==> src/rtl/telemetry_pkg.sv <==
// Shared constants and state/error encodings for the telemetry receiver.
package telemetry_pkg;

  localparam logic [7:0] SYNC0 = 8'hAA;
  localparam logic [7:0] SYNC1 = 8'h55;

  typedef enum logic [1:0] {
    ERR_NONE  = 2'b00,
    ERR_FRAME = 2'b01,
    ERR_FMT   = 2'b10,
    ERR_TMO   = 2'b11
  } err_code_e;

  typedef enum logic [2:0] {
    PS_HUNT_AA,
    PS_HUNT_55,
    PS_B0,
    PS_B1,
    PS_B2,
    PS_B3,
    PS_B4,
    PS_B5
  } pkt_state_e;

  typedef enum logic [2:0] {
    RX_IDLE,
    RX_START,
    RX_DATA,
    RX_STOP,
    RX_RECOV
  } rx_state_e;

endpackage

==> src/rtl/telemetry_rx_uart_rx.sv <==
// 8N1 UART byte receiver: RX synchroniser, mid-bit sampling baud counter and byte FSM.
module uart_rx
  import telemetry_pkg::*;
#(
  parameter int BAUD_DIV = 2604
) (
  input  logic       clk,
  input  logic       rst,
  input  logic       RX,
  output logic [7:0] rx_data,
  output logic       rx_rdy,
  output logic       frm_err
);

  localparam logic [15:0] FULL_M1 = 16'(BAUD_DIV - 1);
  localparam logic [15:0] HALF_M1 = 16'(BAUD_DIV / 2 - 1);

  rx_state_e   state_q, state_d;
  logic        sync1_q, sync1_d;
  logic        sync2_q, sync2_d;
  logic        prev_q, prev_d;
  logic [15:0] cnt_q, cnt_d;
  logic [2:0]  bit_q, bit_d;
  logic [7:0]  shift_q, shift_d;
  logic        rdy_q, rdy_d;
  logic        frm_q, frm_d;
  logic        expired;

  always_ff @(posedge clk) begin
    if (rst) begin
      sync1_q <= 1'b1;
      sync2_q <= 1'b1;
      prev_q  <= 1'b1;
      state_q <= RX_IDLE;
      cnt_q   <= '0;
      bit_q   <= '0;
      shift_q <= '0;
      rdy_q   <= 1'b0;
      frm_q   <= 1'b0;
    end else begin
      sync1_q <= sync1_d;
      sync2_q <= sync2_d;
      prev_q  <= prev_d;
      state_q <= state_d;
      cnt_q   <= cnt_d;
      bit_q   <= bit_d;
      shift_q <= shift_d;
      rdy_q   <= rdy_d;
      frm_q   <= frm_d;
    end
  end

  always_comb begin
    sync1_d = RX;
    sync2_d = sync1_q;
    prev_d  = sync2_q;
    state_d = state_q;
    cnt_d   = (cnt_q != 16'd0) ? cnt_q - 16'd1 : cnt_q;
    bit_d   = bit_q;
    shift_d = shift_q;
    rdy_d   = 1'b0;
    frm_d   = 1'b0;
    expired = (cnt_q == 16'd0);

    case (state_q)
      RX_IDLE: begin
        if (prev_q && !sync2_q) begin
          state_d = RX_START;
          cnt_d   = HALF_M1;
        end
      end
      RX_START: begin
        if (expired) begin
          if (!sync2_q) begin
            state_d = RX_DATA;
            cnt_d   = FULL_M1;
            bit_d   = 3'd0;
          end else begin
            state_d = RX_IDLE;
          end
        end
      end
      RX_DATA: begin
        if (expired) begin
          shift_d = {sync2_q, shift_q[7:1]};
          cnt_d   = FULL_M1;
          if (bit_q == 3'd7) begin
            state_d = RX_STOP;
          end else begin
            bit_d = bit_q + 3'd1;
          end
        end
      end
      RX_STOP: begin
        if (expired) begin
          if (sync2_q) begin
            rdy_d   = 1'b1;
            state_d = RX_IDLE;
          end else begin
            frm_d   = 1'b1;
            state_d = RX_RECOV;
            cnt_d   = FULL_M1;
          end
        end
      end
      RX_RECOV: begin
        // Line must stay high for a whole bit before hunting for a new start.
        if (!sync2_q) begin
          cnt_d = FULL_M1;
        end else if (expired) begin
          state_d = RX_IDLE;
        end
      end
      default: state_d = RX_IDLE;
    endcase
  end

  assign rx_data = shift_q;
  assign rx_rdy  = rdy_q;
  assign frm_err = frm_q;

endmodule

==> src/rtl/telemetry_rx.sv <==
// Telemetry packet receiver: frames AA 55 + six field bytes from the UART and reports errors.
module telemetry_rx
  import telemetry_pkg::*;
#(
  parameter int BAUD_DIV = 2604,
  parameter int TIMEOUT  = 65536
) (
  input  logic        clk,
  input  logic        rst,
  input  logic        RX,
  output logic [11:0] batt,
  output logic [11:0] curr,
  output logic [11:0] torque,
  output logic        pkt_rdy,
  output logic [15:0] pkt_cnt,
  output logic        err,
  output logic [1:0]  err_code
);

  localparam int            GW      = $clog2(TIMEOUT + 1);
  localparam logic [GW-1:0] GAP_MAX = GW'(TIMEOUT);

  logic [7:0] rx_data;
  logic       rx_rdy;
  logic       frm_err;

  uart_rx #(.BAUD_DIV(BAUD_DIV)) u_uart_rx (
    .clk     (clk),
    .rst     (rst),
    .RX      (RX),
    .rx_data (rx_data),
    .rx_rdy  (rx_rdy),
    .frm_err (frm_err)
  );

  pkt_state_e    state_q, state_d;
  logic [GW-1:0] gap_q, gap_d;
  logic [3:0]    hi_q, hi_d;
  logic [11:0]   sh_batt_q, sh_batt_d;
  logic [11:0]   sh_curr_q, sh_curr_d;
  logic [11:0]   batt_q, batt_d;
  logic [11:0]   curr_q, curr_d;
  logic [11:0]   torque_q, torque_d;
  logic          pkt_rdy_q, pkt_rdy_d;
  logic [15:0]   pkt_cnt_q, pkt_cnt_d;
  logic          err_q, err_d;
  err_code_e     err_code_q, err_code_d;

  always_ff @(posedge clk) begin
    if (rst) begin
      state_q    <= PS_HUNT_AA;
      gap_q      <= '0;
      hi_q       <= '0;
      sh_batt_q  <= '0;
      sh_curr_q  <= '0;
      batt_q     <= '0;
      curr_q     <= '0;
      torque_q   <= '0;
      pkt_rdy_q  <= 1'b0;
      pkt_cnt_q  <= '0;
      err_q      <= 1'b0;
      err_code_q <= ERR_NONE;
    end else begin
      state_q    <= state_d;
      gap_q      <= gap_d;
      hi_q       <= hi_d;
      sh_batt_q  <= sh_batt_d;
      sh_curr_q  <= sh_curr_d;
      batt_q     <= batt_d;
      curr_q     <= curr_d;
      torque_q   <= torque_d;
      pkt_rdy_q  <= pkt_rdy_d;
      pkt_cnt_q  <= pkt_cnt_d;
      err_q      <= err_d;
      err_code_q <= err_code_d;
    end
  end

  always_comb begin
    state_d    = state_q;
    gap_d      = (state_q == PS_HUNT_AA || rx_rdy) ? '0 : gap_q + GW'(1);
    hi_d       = hi_q;
    sh_batt_d  = sh_batt_q;
    sh_curr_d  = sh_curr_q;
    batt_d     = batt_q;
    curr_d     = curr_q;
    torque_d   = torque_q;
    pkt_rdy_d  = 1'b0;
    pkt_cnt_d  = pkt_cnt_q;
    err_d      = 1'b0;
    err_code_d = ERR_NONE;

    if (frm_err) begin
      err_d      = 1'b1;
      err_code_d = ERR_FRAME;
      state_d    = PS_HUNT_AA;
      gap_d      = '0;
    end else if (rx_rdy) begin
      case (state_q)
        PS_HUNT_AA: if (rx_data == SYNC0) state_d = PS_HUNT_55;
        PS_HUNT_55: begin
          if (rx_data == SYNC1)      state_d = PS_B0;
          else if (rx_data != SYNC0) state_d = PS_HUNT_AA;
        end
        PS_B0, PS_B2, PS_B4: begin
          if (rx_data[7:4] != 4'h0) begin
            err_d      = 1'b1;
            err_code_d = ERR_FMT;
            state_d    = PS_HUNT_AA;
          end else begin
            hi_d    = rx_data[3:0];
            state_d = (state_q == PS_B0) ? PS_B1 :
                      (state_q == PS_B2) ? PS_B3 : PS_B5;
          end
        end
        PS_B1: begin
          sh_batt_d = {hi_q, rx_data};
          state_d   = PS_B2;
        end
        PS_B3: begin
          sh_curr_d = {hi_q, rx_data};
          state_d   = PS_B4;
        end
        PS_B5: begin
          // All three fields commit together so observers never see a mixed packet.
          batt_d    = sh_batt_q;
          curr_d    = sh_curr_q;
          torque_d  = {hi_q, rx_data};
          pkt_rdy_d = 1'b1;
          pkt_cnt_d = (pkt_cnt_q == 16'hFFFF) ? pkt_cnt_q : pkt_cnt_q + 16'd1;
          state_d   = PS_HUNT_AA;
        end
        default: state_d = PS_HUNT_AA;
      endcase
    end else if (state_q != PS_HUNT_AA && gap_q == GAP_MAX) begin
      err_d      = 1'b1;
      err_code_d = ERR_TMO;
      state_d    = PS_HUNT_AA;
      gap_d      = '0;
    end
  end

  assign batt     = batt_q;
  assign curr     = curr_q;
  assign torque   = torque_q;
  assign pkt_rdy  = pkt_rdy_q;
  assign pkt_cnt  = pkt_cnt_q;
  assign err      = err_q;
  assign err_code = err_code_q;

endmodule

==> config.mk <==
export PLATFORM = sky130hd
export DESIGN_NAME = telemetry_rx
export DESIGN_NICKNAME = d
export VERILOG_FILES = /design/src/rtl/telemetry_pkg.sv /design/src/rtl/telemetry_rx_uart_rx.sv /design/src/rtl/telemetry_rx.sv
export SDC_FILE = /design/constraint.sdc
export NUM_CORES = 1
export LEC_CHECK = 0
export BUFFER_PORTS_ARGS = -buffer_cell sky130_fd_sc_hd__buf_4
export CAP_MARGIN = 5
export CELL_PAD_IN_SITES_DETAIL_PLACEMENT = 1
export CELL_PAD_IN_SITES_GLOBAL_PLACEMENT = 2
export CORE_UTILIZATION = 38
export DETAILED_ROUTE_END_ITERATION = 10
export PLACE_DENSITY = 0.81
export SKIP_CTS_REPAIR_TIMING = 1
export SYNTH_ARGS = -nofsm -noshare
export SYNTH_HDL_FRONTEND = slang
export SYNTH_SLANG_ARGS = --single-unit
==> constraint.sdc <==
create_clock -name clk -period 6.48 [get_ports clk]
set_clock_uncertainty 0.15 [all_clocks]
set_input_delay 0.648 -clock clk [delete_from_list [all_inputs] [get_ports clk]]
set_output_delay 0.648 -clock clk [all_outputs]
set_load 0.02 [all_outputs]
* Yosys cells after proc, flatten, opt, wreduce, memory -nomap -nowiden
Index checks and enable logic that the tools add are counted.
** Operators by class
- Reductions and logical operators :: 26
- Eq/ne operators :: 28
- Muxes and demuxes :: 46
- Bitwise operators :: 6
- Add/subtract/negate cells :: 4
** Operators by type and width (number)
- 2-to-1 mux 16 bit :: 5
- one-hot mux 16 bit (4 select lines) :: 1
- 2-to-1 mux 3 bit :: 19
- 2-to-1 mux 17 bit :: 3
- equality test 3 bit, second input constant :: 6
- one-hot mux 3 bit (6 select lines) :: 1
- adder 17 x 1 -> 17 bit, second input constant :: 1
- equality test 17 bit, second input constant :: 1
- adder 16 x 1 -> 16 bit, second input constant :: 1
- equality test 16 bit, second input constant :: 1
- zero test 16 bit :: 1
- nonzero test 16 bit :: 1
- subtractor 16 x 1 -> 16 bit, second input constant :: 1
- one-hot mux 3 bit (5 select lines) :: 1
- != test 2 x 1 -> 1 bit, second input constant :: 7
- equality test 3 x 2 -> 1 bit, second input constant :: 4
- 2-to-1 mux 2 bit :: 6
- AND reduction 3 bit :: 4
- 2-to-1 mux 1 bit :: 9
- OR reduction 3 bit :: 3
- equality test 8 x 7 -> 1 bit, second input constant :: 1
- equality test 8 bit, second input constant :: 1
- != test 8 bit, second input constant :: 1
- AND reduction 4 bit :: 2
- other kinds (18) :: 29
** Word-level totals
- Word-level logic and storage cells :: 132
- Bits in registers :: 139
- Output and inout port bits :: 56

* Depth between registers and ports, before layout
- Depth in word-level cells :: 6
- Depth in mapped cells :: 11
- Depth with buffers taken out :: 10

* By module
Synthesis repeated with hierarchy kept, for this count alone.
** Unflattened totals
- Cell total of the unflattened synthesis :: 713
- Area, all modules :: 6248.5 µm²
** Modules (own cells, without submodules)
- telemetry_rx :: cells each 488, area an instance 4272.8 µm², times used 1
- uart_rx :: cells each 225, area an instance 1975.6 µm², times used 1

* Worst setup path before layout
No wires, ideal clock.
- Kind :: register to register
- From :: reg u_uart_rx.cnt_q[0]
- To :: reg u_uart_rx.cnt_q[0]
- Buffers on the path :: 1
- Stages on the path, launching flop included :: 11
- Arrival :: 2.187 ns
- Library setup time :: 0.132 ns
- Data required time :: 6.198 ns
- Setup slack :: 4.011 ns
- Cell sequence :: dfxtp_1 > inv_1 > ha_1 > buf_4 > nor4b_1 > nand4_1 > ha_1 > o32ai_1 > a21oi_1 > a31oi_1 > a21oi_1
** On the way
- Cells in the longest elaborated chain, start to end :: 5
- Elaborated cells between the ends (all ways) :: 9
- Classes of those cells :: 1 x add/sub; 6 x mux; 2 x reduce/logical
** RTL lines
- from (decl) :: RTL line telemetry_rx_uart_rx.sv:22 : logic [15:0] cnt_q, cnt_d;
- from (signal assigned) :: RTL line telemetry_rx_uart_rx.sv:45 : cnt_q <= cnt_d;
- subtractor 16 x 1 -> 16 bit / nonzero test 16 bit (equally long branches) :: RTL line telemetry_rx_uart_rx.sv:58 : cnt_d = (cnt_q != 16'd0) ? cnt_q - 16'd1 : cnt_q;
- 2-to-1 mux 16 bit :: RTL line telemetry_rx_uart_rx.sv:58
- 2-to-1 mux 16 bit :: RTL line telemetry_rx_uart_rx.sv:74, telemetry_rx_uart_rx.sv:96, telemetry_rx_uart_rx.sv:108
- 2-to-1 mux 16 bit :: RTL line telemetry_rx_uart_rx.sv:73 : if (expired) begin
- one-hot mux 16 bit (4 select lines) (*) :: RTL line telemetry_rx_uart_rx.sv:65 : case (state_q)
Every way passes the cells marked *; elsewhere a longest branch is shown, timed or not.
A chain may end at the register's enable or synchronous reset.

* Worst setup path after layout
Ends and elaborated chain as after synthesis.

==> metrics <==
reg2reg path depth=9; HP Start=RX; Min-Delay Path Class=in2reg; Root Buffer=clkbuf_16; CTS H-tree lvls=4; num ports=59; EDFF count, synth=0; CP Max Fanout=9; worst path bufs/invs=1; DRT Pass-1 Iters=4; Synth async-reset ratio=0%; DP Worst Slack=3.487 ns; initial antenna violation count=0; first-pass GRT wire length=25.82 mm; GR Util met2=34.10%; TritonCTS buffer count=17; status=finished clean; largest net degree at the start of global routing=71; sequential area share after synthesis=47.01%; CP Capture Type=flip-flop; syn_nets=710; syn avg cell area=8.456 µm²; Static Leak=2.598 nW; global placement routability congestion=0.7956; power density over the cells=335.2 nW/µm²; proportion of layout cells with a drive suffix above 1=14.29%; TNS Setup=0 ns; Setup CP Type=reg2reg; GR peak layer=met2; vias in the first global route=5,221; grt met3 use=5.567%; hpwl dp=10.26 mm; slowest CP cell=ha_1; Final Setup Violations=0; ANT cells=0; Clock Pin Slew Worst Setup and Hold Paths=0.06 ns; Yosys cell types=61; Multi-input gate area=2942 µm²; Clock Latency Late Sink=0.42 ns; worst vdd ir=0.0001854 V; Slew Limit Fails=0; P&R area growth vs syn=19.38%; worst path arrival time=3.11 ns; CTS tree=built; final WL=15.15 mm; Worst Max-Slew Pin Slew=0.9578 ns; clk buf depth=2; Layout fillers=1,791; Core ar.=15,200 µm²; row cnt=45; gr usage total=20.18%; Placed Area=6462 µm²; ANT nets after route=0; fin crit period=2.994 ns; Cell Chain, Critical Path=inv_1 -> ha_1 -> nor4b_1 -> nand4_1 -> ha_1 -> o32ai_1 -> a21oi_1 -> a31oi_1 -> a21oi_1; Nets=753; DR WL/cell=16.05 µm; Die X=126.8 µm; r2r endpoint=u_uart_rx.cnt_q[0]$_SDFF_PP0_; Die Height=126.8 µm; period utilization=46.21%; initial drt markers=167; Primary FF master, synth=dfxtp_1; Syn Std Cell Area=5919 µm²; worst path required time=6.60 ns; RR Startpoint=u_uart_rx.cnt_q[0]$_SDFF_PP0_; PortBufs=58; startpoint types=flip-flop; flop-to-flop setup slack=3.49 ns; number of remaining DRC errors=0; #FFs+latches synth=139; routing usage on met1=25.13%; Max Fclk=334.0 MHz; Sequential Area=2783 µm²; global route overflow=0; Fin. Hold Viols=0; max-cap violations=0; Mapped Cells=700; hold depth=2; Vias/cell=5.361; RSZ-0062 raised after global routing=no; YS warnings=0; relative slew slack=35.91%; Max stage delay on crit path=0.46 ns; Die ar.=16,080 µm²; design area=7067 µm²; Worst Hold Path EP=u_uart_rx.sync1_q$_SDFF_PP1_; critical path's top delay family=simple AND/OR/NAND/NOR gates; total number of vias=5,061; Clock Sinks=139; Initial Util=38.94%; post-route setup slack=3.486 ns
[routing by layer]
| metal | wire [µm] | share of wire (%) |
|---|---|---|
| met1 | 7178 | 47 |
| met2 | 7369 | 49 |
| met3 | 443 | 2.9 |
| met4 | 161 | 1.1 |
| met5 | 0 | 0 |
[cells in the mapped netlist, drive strengths merged (2+ instances only)]
cell type    n  area (µm²)
and3         5       31.28
or3         11       68.82
and4         3       26.28
o21a         3       22.52
ha           7       87.58
or4          5       37.54
o22ai        2       12.51
nor4        10       62.56
inv         12       45.04
buf          7       33.78
nand2b      12       75.07
and2         5       31.28
nor2        85       319.1
nand4       12       75.07
o31ai        2       15.01
o211ai       3       22.52
nor3        16       96.35
a311oi       3       26.28
a21boi       2       15.01
nand4b       2       32.53
clkbuf      31       116.4
a21oi       71       359.1
nand2      111       416.7
nor3b        2       15.01
nand3       25       130.1
or2          5       31.28
and4b        2       20.02
nor2b        3       18.77
dfxtp      139        2783
nor4b        4       35.03
o21ai       18       90.09
mux2i       33       330.3
xor2        11       96.34
a31oi        7       43.79
xnor2       13       113.9
[cells by family (layout without fill, tap and decap cells)]
group,count (synthesis),after routing,share of synthesized area (%)
flops,139,139,47.01
fa+ha+maj,7,7,1.480
compound gates,124,124,12.47
xor+xnor,24,24,3.551
mux,34,34,5.770
simple gates,322,322,26.42
buf+inv,50,106,3.297
[worst max path at each step]
stage                                  startpoint                       endpoint  slack (ns)  cells after the start
floorplan           u_uart_rx.cnt_q[0]$_SDFF_PP0_  u_uart_rx.cnt_q[0]$_SDFF_PP0_        4.01                     10
global placement    u_uart_rx.cnt_q[0]$_SDFF_PP0_  u_uart_rx.cnt_q[0]$_SDFF_PP0_        3.68                      9
detailed placement  u_uart_rx.cnt_q[0]$_SDFF_PP0_  u_uart_rx.cnt_q[0]$_SDFF_PP0_        3.49                      9
CTS                 u_uart_rx.cnt_q[0]$_SDFF_PP0_  u_uart_rx.cnt_q[0]$_SDFF_PP0_        3.45                      9
global route        u_uart_rx.cnt_q[0]$_SDFF_PP0_  u_uart_rx.cnt_q[0]$_SDFF_PP0_        3.16                      9
finish              u_uart_rx.cnt_q[0]$_SDFF_PP0_  u_uart_rx.cnt_q[0]$_SDFF_PP0_        3.49                      9
[metrics by stage]
| step | cells | hold slack, ns | power (mW) | utilization, % |
|---|---|---|---|---|
| 2_1_floorplan | 700 | 0.2395 | 1.342 | - |
| 3_3_place_gp | 911 | 0.2498 | 1.422 | 42.51 |
| 3_5_place_dp | 911 | 0.2706 | 1.439 | 42.51 |
| 4_1_cts | 943 | 0.2490 | 2.399 | 46.30 |
| 5_1_grt | 944 | 0.2473 | 2.502 | 46.49 |
| 6_report | 944 | 0.2669 | 2.369 | 46.49 |
[final cells by class]
class,instances,area share (%)
well taps,188,3.329
inverters,12,0.6374
repair buffers,62,6.870
clock inverters,14,2.089
multi-input cells,511,41.63
clock buffers,18,6.073
flip-flops and latches,139,39.38
[state kept, by name, summed over array words and instances, names as in the netlist, 2 cells and up]
| register | count |
|---|---|
| u_uart_rx.rx_data | 8 |
| u_uart_rx.cnt_q | 16 |
| err_code | 2 |
| sh_batt_q | 12 |
| pkt_cnt | 16 |
| hi_q | 4 |
| batt | 12 |
| gap_q | 17 |
| curr | 12 |
| torque | 12 |
| sh_curr_q | 12 |
| state_q | 3 |
| u_uart_rx.state_q | 3 |
| u_uart_rx.bit_q | 3 |
[cells in the final DEF (no fill, tap or decap), types with 3 or more instances in the layout]
| cell | n |
|---|---|
| nor2b_1 | 3 |
| inv_1 | 12 |
| nand2_1 | 111 |
| o211ai_1 | 3 |
| clkinv_4 | 3 |
| mux2i_1 | 33 |
| clkbuf_16 | 17 |
| xor2_1 | 11 |
| o21a_1 | 3 |
| buf_4 | 61 |
| nand4_1 | 12 |
| xnor2_1 | 13 |
| nor4b_1 | 4 |
| and3_1 | 5 |
| a21oi_1 | 70 |
| a311oi_1 | 3 |
| or2_2 | 3 |
| clkinv_2 | 3 |
| nor3_1 | 14 |
| a31oi_1 | 7 |
| nor2_1 | 85 |
| or3_1 | 11 |
| and4_1 | 3 |
| nand2b_1 | 12 |
| dfxtp_1 | 139 |
| and2_1 | 5 |
| nand3_1 | 24 |
| ha_1 | 7 |
| or4_1 | 5 |
| o21ai_0 | 18 |
| nor4_1 | 10 |
| clkinvlp_4 | 5 |
[report_power, final]
part | internal, mW | switching, mW
clock network | 0.566 | 0.379
registers | 0.895 | 0.0624
logic | 0.179 | 0.288
(Power assumes the default switching activity.)
